### src/rtl/async_fifo_wfull_pkg.sv
// Shared async FIFO definitions: default sizing and the gray-to-binary helper.
// The read-side empty stage imports this package too.
package async_fifo_wfull_pkg;

  localparam int unsigned DEF_ADDR_SIZE   = 4;
  localparam int unsigned DEF_SYNC_STAGES = 2;
  localparam int unsigned DEF_AF_MARGIN   = 2;

  // Zero-extended gray input: the leading zeros leave the prefix XOR unchanged,
  // so one fixed-width function serves every pointer width.
  function automatic logic [31:0] gray2bin(input logic [31:0] gray);
    logic [31:0] bin;
    bin     = '0;
    bin[31] = gray[31];
    for (int i = 30; i >= 0; i--) begin
      bin[i] = bin[i+1] ^ gray[i];
    end
    return bin;
  endfunction

endpackage

### src/rtl/async_fifo_wfull_ptr_sync.sv
// Multi-flop synchroniser for a gray pointer crossing into the clk domain.
// Shared by the write-side full stage and the read-side empty stage.
module async_fifo_ptr_sync #(
  parameter int unsigned WIDTH       = 5,
  parameter int unsigned SYNC_STAGES = 2
) (
  input  logic             clk,
  input  logic             reset,
  input  logic [WIDTH-1:0] d,
  output logic [WIDTH-1:0] q
);

  logic [WIDTH-1:0] sync_q [SYNC_STAGES];

  always_ff @(posedge clk or posedge reset) begin
    if (reset) begin
      for (int i = 0; i < int'(SYNC_STAGES); i++) begin
        sync_q[i] <= '0;
      end
    end else begin
      sync_q[0] <= d;
      for (int i = 1; i < int'(SYNC_STAGES); i++) begin
        sync_q[i] <= sync_q[i-1];
      end
    end
  end

  assign q = sync_q[SYNC_STAGES-1];

endmodule

### src/rtl/async_fifo_wfull.sv
// Write-domain full-flag stage of the async FIFO: synchronises the read pointer and registers full.
// Define ASYNC_FIFO_ALMOST_FULL_EN to add the registered almost_full flag and wr_level occupancy.
module async_fifo_wfull
  import async_fifo_wfull_pkg::*;
#(
  parameter int unsigned ADDR_SIZE   = DEF_ADDR_SIZE,
  parameter int unsigned SYNC_STAGES = DEF_SYNC_STAGES,
  parameter int unsigned AF_MARGIN   = DEF_AF_MARGIN
) (
  input  logic               clk,
  input  logic               reset,
  input  logic [ADDR_SIZE:0] wgray_next,
  input  logic [ADDR_SIZE:0] rgray_async,
  output logic [ADDR_SIZE:0] rgray_sync,
  output logic               full,
  output logic               not_full
`ifdef ASYNC_FIFO_ALMOST_FULL_EN
  ,
  output logic               almost_full,
  output logic [ADDR_SIZE:0] wr_level
`endif
);

  localparam int unsigned PW = ADDR_SIZE + 1;

  if (ADDR_SIZE < 2 || SYNC_STAGES < 2 || AF_MARGIN > (2 ** ADDR_SIZE)) begin : g_bad_param
    $error("async_fifo_wfull: illegal parameter combination");
  end

  async_fifo_ptr_sync #(
    .WIDTH      (PW),
    .SYNC_STAGES(SYNC_STAGES)
  ) u_rptr_sync (
    .clk  (clk),
    .reset(reset),
    .d    (rgray_async),
    .q    (rgray_sync)
  );

  // Full when the writer is exactly one lap ahead: top two gray bits inverted, rest equal.
  logic [PW-1:0] full_ptr;
  logic          full_d;
  logic          full_q;

  always_comb begin
    full_ptr = {~rgray_sync[ADDR_SIZE -: 2], rgray_sync[ADDR_SIZE-2:0]};
    full_d   = (wgray_next == full_ptr);
  end

  always_ff @(posedge clk or posedge reset) begin
    if (reset) begin
      full_q <= 1'b0;
    end else begin
      full_q <= full_d;
    end
  end

  assign full     = full_q;
  assign not_full = ~full_q;

`ifdef ASYNC_FIFO_ALMOST_FULL_EN
  localparam logic [PW-1:0] AF_THRESH = PW'((2 ** ADDR_SIZE) - AF_MARGIN);

  logic [PW-1:0] wbin;
  logic [PW-1:0] rbin;
  logic [PW-1:0] level_d;
  logic [PW-1:0] level_q;
  logic          af_d;
  logic          af_q;

  always_comb begin
    wbin    = PW'(gray2bin(32'(wgray_next)));
    rbin    = PW'(gray2bin(32'(rgray_sync)));
    level_d = wbin - rbin;
    af_d    = (level_d >= AF_THRESH);
  end

  always_ff @(posedge clk or posedge reset) begin
    if (reset) begin
      level_q <= '0;
      af_q    <= 1'b0;
    end else begin
      level_q <= level_d;
      af_q    <= af_d;
    end
  end

  assign wr_level    = level_q;
  assign almost_full = af_q;
`endif

endmodule

### config.mk
export PLATFORM = sky130hd
export DESIGN_NAME = async_fifo_wfull
export DESIGN_NICKNAME = d
export VERILOG_FILES = /design/src/rtl/async_fifo_wfull_pkg.sv /design/src/rtl/async_fifo_wfull_ptr_sync.sv /design/src/rtl/async_fifo_wfull.sv
export SDC_FILE = /design/constraint.sdc
export NUM_CORES = 1
export LEC_CHECK = 0
export CAP_MARGIN = 15
export CORE_AREA = 2 2 39 41
export DETAILED_ROUTE_END_ITERATION = 7
export DIE_AREA = 0 0 41 43
export PLACE_DENSITY = 0.66
export SLEW_MARGIN = 20
export SYNTH_ARGS = -nofsm -noshare
export SYNTH_HDL_FRONTEND = slang
export SYNTH_SLANG_ARGS = --single-unit
export TNS_END_PERCENT = 30
### constraint.sdc
create_clock -name clk -period 1.1 [get_ports clk]
set_input_delay 0.11 -clock clk [delete_from_list [all_inputs] [get_ports clk]]
set_output_delay 0.11 -clock clk [all_outputs]
set_load 0.01 [all_outputs]
# [After elaboration in Yosys (flattened, before gate mapping)]
# Index checks and enable logic that the tools add are counted.
[totals] reg_bits=11 inputBits=12 word_cells=6
[classes] n_eq_ne=1 bitwise_logic=2
[ops] operator="equality test 5 bit" count=1
[ops] operator="NOT 2 bit" count=1
[ops] operator="NOT 1 bit" count=1

# [Depth between registers and ports, before layout]
# Gate-level depths: netlist of run 1.
[logic_depth] ltp_word=2 ltp_mapped=3 mapped_depth_nobuf=3

# [Hierarchy]
# A second synthesis of run 1 with hierarchy kept.
[unflattened] cells_unflattened=26 area_unflattened_um2=382.9
[modules_own_cells] mod="async_fifo_ptr_sync" n_inst=1 cells_each=16 area_per_inst_um2=291.5
[modules_own_cells] mod="async_fifo_wfull" n_inst=1 cells_each=10 area_per_inst_um2=91.3

# [Least setup slack after synthesis of run 1]
# No wires, ideal clock.
[synth_path] path_kind="reg2reg" from="register u_rptr_sync.sync_q, in the netlist u_rptr_sync.q[0]" to="register full_q, in the netlist full" setup_time_ps=80 arrival_time_ps=758 slack_ps=262 path_stages_with_launch=4 path_buffers=0 period_less_slack_ps=838 cell_sequence="dfrtp_1 xnor2_1 nand3_1 nor3_2"
[synth_via] elab_chain_len=1
[synth_rtl] item="start: declaration" line_no="async_fifo_wfull_ptr_sync.sv:13" text="logic [WIDTH-1:0] sync_q [SYNC_STAGES];"
[synth_rtl] item="start signal: indexed assignment" line_no="async_fifo_wfull_ptr_sync.sv:23" text="sync_q[i] <= sync_q[i-1];"
[synth_rtl] item="equality test 5 bit" line_no="async_fifo_wfull.sv:47" text="full_d = (wgray_next == full_ptr);"
[synth_rtl] item="via full_d" line_no="async_fifo_wfull.sv:42" text="logic full_d;"
[synth_rtl] item="end signal: assignment" line_no="async_fifo_wfull.sv:54" text="full_q <= full_d;"
[synth_rtl] item="end: declaration" line_no="async_fifo_wfull.sv:43" text="logic full_q;"
# The timed path passes the listed nets, and every way through them passes these cells.

# [Final worst setup path of run 1]
[layout_path] from="register u_rptr_sync.sync_q, in the netlist u_rptr_sync.q[2]" to="output port rgray_sync[2]"
[layout_lines] item="end: declaration" line_no="async_fifo_wfull.sv:14" text="output logic [ADDR_SIZE:0] rgray_sync,"
# No word-level cell between the ends.

==> results of run 1 <==
-- worst max-delay path by stage --
stage               slack, ps  cells past startpoint       endpoint
finish                     60                      1  rgray_sync[2]
global route                9                      1  rgray_sync[3]
CTS                        40                      2       not_full
detailed placement         20                      4           full
global placement            2                      4           full
floorplan                 260                      3           full
-- area by class of cell --
cell class	instances	area share, %
Sequential cell	11	49.1
Timing Repair Buffer	18	30.8
Multi-Input combinational cell	7	10.5
Clock buffer	4	4.69
Tap cell	16	3.57
Inverter	2	1.34
-- registers in the layout, summed over array words and instances (netlist names) --
| name | flops |
|---|---|
| full | 1 |
| u_rptr_sync.q | 5 |
| u_rptr_sync.sync_q | 5 |
-- layer usage --
layer	wire length (um)	share of wire, %
met2	177	38
met5	0	0
met4	0	0
met1	182	39
met3	109	23
-- kinds of logic after synthesis --
family                    count (synthesis)
and+or+nand+nor                           2
buffers and inverters                     7
xor gates and xnor gates                  5
DFF                                      11
-- cell usage in the layout, fill, tap and decap left out --
cell | synthesis | final
clkdlybuf4s50_1 | 0 | 11
dfrtp_1 | 11 | 11
nor3_2 | 1 | 1
xnor2_1 | 3 | 3
clkdlybuf4s15_1 | 0 | 1
nand3_1 | 1 | 1
clkbuf_1 | 0 | 1
xor2_1 | 2 | 2
inv_1 | 2 | 2
dlygate4sd2_1 | 0 | 6
clkbuf_4 | 0 | 3
-- metrics by stage --
stage          hold slack, ps  std cells
2_1_floorplan           -37.6         25
3_3_place_gp              333         54
3_5_place_dp              339         54
4_1_cts                   123         58
5_1_grt                   179         58
6_report                  123         58
-- repair_timing --
action / CTS / global route
gates resized for setup: 7 / 1
setup endpoints to repair: 7 / 1
cloned: 0 / 0
hold endpoints to repair: 0 / 0
pin swaps: 0 / 0
-- power by group through the flow --
stage / Clock [W] / Sequential (W) / Combinational [W]
2_1_floorplan: 0 / 0.000440 / 0.0000439
3_3_place_gp: 0 / 0.000440 / 0.0000970
3_5_place_dp: 0 / 0.000441 / 0.0000972
4_1_cts: 0.000270 / 0.000432 / 0.0000893
5_1_grt: 0.000287 / 0.000434 / 0.0000997
6_report: 0.000254 / 0.000432 / 0.0000880
==> results.yml, run 1 <==
routing:
  drt-total-wl_um: 469
  wl_per_cell_um: 8.09
  dr.pass1.iters: 2
  detail-route-antenna-nets: 0
  via_per_inst: 3.55
  vias: 206
  drt_first_iter_violations: 1
  drc_errors: 0
die:
  chipHeight_um: 43
  coreArea_um2: 1380
  fp.dieArea_um2: 1760
  ioPinCount: 19
  num_rows: 14
  die_w_um: 41
  initial_core_util_pct: 27.4
synth:
  synth_fp_nets: 37
  synth_mux_area_share_pct: 0
  synth_simple_gate_area_share_pct: 3.96
  synth_fa_ha_area_share_pct: 0
  synthCells: 25
  synth_compound_area_share_pct: 0
  netlist_area_um2: 379
  synthDominantCellAreaShare_pct: 72.6
  yosysMostFrequentCell: "dfrtp_1"
  yosys.area.top_type: "dfrtp_1"
  synth_xor_area_share_pct: 11.6
  ys_seq_elements: 11
  synth_edf_count: 0
  avgSynthCellArea_um2: 15.2
  yosysSeqAreaShare_pct: 72.6
  async_flop_share_pct: 100
  synth.area.top_cells: "dfrtp_1 (73%), buf_4 (9.9%), xnor2_1 (6.9%), xor2_1 (4.6%), nor3_2 (2.6%)"
  synthTopCellsByCount: "dfrtp_1 (11), buf_4 (5), xnor2_1 (3)"
  ys.flop_type: "dfrtp_1"
  synth_top_family_by_area: "buffers and inverters"
  synth_warnings: 0
  yosys.cell_types.count: 7
placed_design:
  placed_area_um2: 542
  portBuffers: 18
  place_ws_ps: 16.0
  hpwl_um: 366
  gp_congestion: 0.559
sta:
  period_share_pct: 94.2
  setup_ws_ps: 63.5
  slew_viol_final: 0
  maxSlewHeadroom_pct: 74.9
  rsz0062_at_grt: "false"
  setup_tns_ps: 0
  fin_skew_ps: 5.10
  setup_viol_count_final: 0
  post-route-min-period_ps: 1040
  worst_pin_slew_ps: 376
  hold_violations: 0
  max_freq_mhz: 965
final_layout:
  utilization_pct: 40.5
  syn_to_final_growth_pct: 47.9
  layout.nets: 55
  seqCellArea_um2: 275
  drive_gt1_share_pct: 9.52
  fillers: 131
  fin_area_um2: 561
  multi_input_area_um2: 58.8
  antenna_cells: 0
worst_setup_path:
  critical_path.slowest_cell: "dfrtp_1"
  path_class: "flop to primary output"
  start_kind: "flop"
  reg2reg_setup_slack_ps: 210
  rr_worst_depth: 3
  arrival_ps: 930
  startpoint: "u_rptr_sync.q[2]"
  worst-path-buf-inv: 1
  end_kind: "primary output"
  crit_chain: "dlygate4sd2_1"
  cpPeakStageDelay_ps: 380
  required_ps: 990
  cp_top_family: "flip-flops"
  r2r-end: "full"
  crit-reg2reg-launch: "u_rptr_sync.q[1]"
  cp_max_fo: 2
grt:
  grt_max_degree: 12
  grt_overflow: 0
  grt_pass1_vias: 205
  grt_pass1_wl_um: 752
  grt.met2_usage_pct: 7.81
  grtUsageMet3_pct: 2.62
  gr-max-usage-layer: "met4"
  grtUsageMet1_pct: 8.30
  antenna_found_initial: 0
  grt_usage_pct: 7.08
cts:
  path_clk_slew_ps: 60
  clock-sinks: 11
  post-cts-setup-buffer-count: 0
  cts_buffer_depth: 2
  cts-root-buf: "clkbuf_4"
  cts_tree: "yes"
  hold_buffers: 0
  clock_latency_ps: 260
  numCtsBuffers: 3
  cts.htree.levels: 1
power_and_ir_drop:
  power_frac_comb_pct: 11.4
  total_leakage_power_nw: 0.250
  swShare_pct: 19.8
  pwr-share-clk_pct: 32.8
  power.density_nw_per_um2: 1380
  ir_drop_mv: 0.602
  intPower_w: 0.000621
  total_power_w: 0.000774
  p_seq_share_pct: 55.8
  power_switching_w: 0.000153
worst_hold_path:
  hp-class: "input pin to async pin"
run:
  drv_cap: 0
outcome:
  status: "completed"
Power figures use the tool's default switching activity.
==> inputs of run 2 (changes only) <==
PLACE_DENSITY = 0.69   (was 0.66)
clock period = 0.9 ns   (was 1.1 ns; I/O delays follow)
==> run 2 against run 1 <==
Against the previous run:
- setup slack got worse by 54 ps
- clock skew fell by 4.8 ps
- worst hold slack got worse by 24 ps
- first-iteration DRC count fell by 100%
- critical path depth rose by 1
- sequential power rose by 22%
- wire length rose by 8.7%
- core utilization fell by 0.72 points
- via count rose by 6.8%
- critical endpoint is now not_full
==> results.yml, run 2 (synthesized netlist as in run 1, its figures left out) <==
outcome:
  status: "completed"
cts:
  cts_tree: "yes"
  clock-sinks: 11
  hold_buffers: 0
  clock_latency_ps: 260
  cts-root-buf: "clkbuf_4"
  numCtsBuffers: 3
  path_clk_slew_ps: 60
  cts_buffer_depth: 2
  cts.htree.levels: 1
worst_setup_path:
  end_kind: "primary output"
  cp_max_fo: 2
  crit-reg2reg-launch: "u_rptr_sync.q[2]"
  start_kind: "flop"
  required_ps: 810
  startpoint: "full"
  arrival_ps: 800
  path_class: "flop to primary output"
sta:
  maxSlewHeadroom_pct: 75.2
  whs_ps: 99.0
  setup_viol_count_final: 0
  slew_viol_final: 0
  post-route-min-period_ps: 891
  max_freq_mhz: 1120
  setup_ws_ps: 9.40
  period_share_pct: 99.0
  worst_pin_slew_ps: 371
  rsz0062_at_grt: "true"
  setup_tns_ps: 0
  fin_skew_ps: 0.258
  hold_violations: 0
die:
  initial_core_util_pct: 27.4
  fp.dieArea_um2: 1760
  coreArea_um2: 1380
  ioPinCount: 19
  num_rows: 14
  die_w_um: 41
  chipHeight_um: 43
routing:
  drt_first_iter_violations: 0
  wl_per_cell_um: 8.64
  drc_errors: 0
  drt-total-wl_um: 510
  detail-route-antenna-nets: 0
  vias: 220
  dr.pass1.iters: 1
  via_per_inst: 3.73
final_layout:
  layout.nets: 56
  drive_gt1_share_pct: 27.9
  syn_to_final_growth_pct: 45.2
  antenna_cells: 0
  final_cell_mix: "dfrtp_1 (11), clkdlybuf4s50_1 (11), buf_2 (6), xnor2_1 (3), clkbuf_4 (3)"
grt:
  grt_usage_pct: 7.08
  grt_pass1_wl_um: 752
  grt_overflow: 0
  antenna_found_initial: 0
  grt_max_degree: 12
  grt_pass1_vias: 219
worst_hold_path:
  hp-class: "input pin to async pin"
power_and_ir_drop:
  ir_drop_mv: 0.650
  total_leakage_power_nw: 0.248
  total_power_w: 0.000960
  power.density_nw_per_um2: 1740
placed_design:
  gp_congestion: 0.537
  place_ws_ps: -206
  portBuffers: 18
run:
  drv_cap: 0
## run 2: cell types whose count changed in the layout (fill, tap and decap cells not counted)
cell,before,now
buf_2,0,6
dlygate4sd2_1,6,0
buf_6,0,2
clkdlybuf4s15_1,1,0
## run 2: worst paths after layout
path,cells past startpoint,slack [ps],endpoint
max in group asynchronous,2,540,u_rptr_sync.q[3]
setup / recovery,2,9,not_full
hold reg to reg,0,350,u_rptr_sync.q[1]
setup reg to reg,3,20,full
min in group clk,1,260,u_rptr_sync.sync_q[9]
hold / removal,2,100,u_rptr_sync.sync_q[7]
## run 2: through the flow
stage	area, um^2	std cells	utilization [%]
floorplan	379	25	-
global placement	549	55	39.7
detailed placement	549	55	39.7
CTS	547	59	39.5
global route	551	59	39.8
finish	551	59	39.8
## run 2: timing repair
item | in CTS | in global routing
resized for setup | 27 | 3
endpoints found under the setup margin | 8 | 7
pin swaps | 2 | 0
endpoints found under the hold margin | 0 | 0
setup buffers | 0 | 0
## run 2: cell type report
type                       count  area (um^2)
tap                           16         20.0
timing repair buffer          19          163
inverter                       2         7.51
clock buffer                   4         26.3
multi-input combinational      7         58.8
fill                         139          833
sequential                    11          275
## run 2: per-layer routing
| layer | routed length (um) | GRT usage [%] | part of all wire, % |
|---|---|---|---|
| met5 | 0 | 0 | 0 |
| met4 | 0 | 10.0 | 0 |
| met3 | 111 | 2.09 | 22 |
| met2 | 210 | 9.38 | 41 |
| met1 | 188 | 6.92 | 37 |
## run 2: worst max-delay path, stage by stage (launching register included)
cell and delay [ps]:
dfrtp_1 380, inv_1 50, buf_2 120
## run 2: where the power goes
part / switching (W) / total, W / internal, W
Sequential: 0.0000107 / 0.000529 / 0.000518
Combinational: 0.0000390 / 0.000111 / 0.0000718
Clock: 0.000148 / 0.000320 / 0.000171
==> inputs of run 3 (changes only) <==
HOLD_SLACK_MARGIN = 0.15   (was not set)
REMOVE_ABC_BUFFERS = 1   (was not set)
==> run 3 against run 2 <==
Against the previous run:
- non-clock buffer count stayed put
- core utilization rose by 0.99 points
- wire length up 5.5%
- largest cell class unchanged
- largest power group unchanged
==> results.yml, run 3 (synthesized netlist as in run 1, its figures left out) <==
routing:
  wl_met2_um: 234
  wl_per_cell_um: 9.12
  dr.pass1.iters: 1
  drc_errors: 0
  dr_wl_met3_um: 111
  detail-route-antenna-nets: 0
  wl_met1_um: 193
  drt-total-wl_um: 538
  vias: 224
  via_per_inst: 3.80
  drt_first_iter_violations: 0
  top_layer: "met3"
worst_setup_path:
  cp_max_fo: 2
  required_ps: 810
  cpPeakStageDelay_ps: 390
  crit-reg2reg-launch: "u_rptr_sync.q[2]"
  critical_path.slowest_cell: "dfrtp_1"
  start_kind: "flop"
  r2r-end: "full"
  worst-path-buf-inv: 1
  cp_top_family: "flip-flops"
  arrival_ps: 790
  crit_chain: "buf_2"
  path_class: "flop to primary output"
  rr_worst_depth: 3
  reg2reg_setup_slack_ps: 40
  end_kind: "primary output"
cts:
  clock_latency_ps: 260
  clock-sinks: 11
  cts.htree.levels: 1
  post-cts-setup-buffer-count: 0
  cts_tree: "yes"
  cts_buffer_depth: 2
  numCtsBuffers: 3
  cts-root-buf: "clkbuf_4"
  path_clk_slew_ps: 60
final_layout:
  layout.nets: 56
  fillers: 144
  drive_gt1_share_pct: 30.2
  final_cell_mix: "dfrtp_1 (11), clkdlybuf4s50_1 (11), buf_2 (5)"
  antenna_cells: 0
  fin_area_um2: 564
  syn_to_final_growth_pct: 48.8
sta:
  period_share_pct: 98.2
  setup_viol_count_final: 0
  setup_tns_ps: 0
  worst_pin_slew_ps: 376
  fin_skew_ps: 0.644
  max_freq_mhz: 1130
  maxSlewHeadroom_pct: 74.9
  post-route-min-period_ps: 884
  slew_viol_final: 0
  rsz0062_at_grt: "true"
  hold_violations: 0
run:
  drv_cap: 0
power_and_ir_drop:
  total_leakage_power_nw: 0.253
  ir_drop_mv: 0.763
  total_power_w: 0.000963
  power.density_nw_per_um2: 1710
worst_hold_path:
  hp-class: "input pin to async pin"
placed_design:
  portBuffers: 18
  gp_congestion: 0.554
  placed_area_um2: 549
die:
  num_rows: 14
  ioPinCount: 19
  chipHeight_um: 43
  fp.dieArea_um2: 1760
  coreArea_um2: 1380
  initial_core_util_pct: 27.4
  die_w_um: 41
grt:
  antenna_found_initial: 0
  grt_max_degree: 12
  grt_usage_pct: 8.09
  grt_pass1_wl_um: 890
  grt_overflow: 0
  grt_pass1_vias: 237
outcome:
  status: "completed"
## run 3: cell count changes in the layout (fill, tap and decap cells not counted)
cell,delta
buf_2,-1
xor2_2,+1
buf_6,+1
xor2_1,-1
## run 3: worst max path at each step
stage | startpoint | end | cells past startpoint
3_3_place_gp | wgray_next[4] | full | 4
6_report | u_rptr_sync.q[4] | rgray_sync[4] | 1
2_1_floorplan | u_rptr_sync.q[0] | full | 3
4_1_cts | u_rptr_sync.q[0] | rgray_sync[0] | 1
3_5_place_dp | wgray_next[4] | full | 4
5_1_grt | u_rptr_sync.q[2] | full | 3
## run 3: layer usage
metal,track usage [%],vias to the layer above
met5,0,-
met4,6.00,0
met3,6.28,0
met2,9.06,19
met1,9.97,100
li1,-,105
## run 3: final cells by class
type                    count  area, um^2  area share (%)
well taps                  16        20.0            3.55
clock buffers               4        26.3            4.66
inverters                   2        7.51            1.33
flip-flops and latches     11         275            48.8
repair buffers             19         169            29.9
multi-input cells           7        66.3            11.8
## run 3: power by group
group / internal (W) / switching [W]
sequential: 0.000518 / 0.0000108
clock: 0.000171 / 0.000146
combinational: 0.0000750 / 0.0000415
total: 0.000765 / 0.000199
## run 3: repair_timing
item,CTS,global route
pin swaps,0,2
resized for setup,27,5
setup endpoints to repair,8,8
hold endpoints to repair,11,0
## run 3: stage by stage
stage / util (%) / hold slack (ps) / instances / worst slack, ps
after floorplan: - / -57.6 / 20 / 13.4
after global placement: 39.7 / 333 / 55 / -190
after detailed placement: 39.7 / 335 / 55 / -186
after CTS: 39.5 / 109 / 59 / -76.0
after global routing: 40.8 / 152 / 59 / -35.2
final: 40.8 / 103 / 59 / 16.4
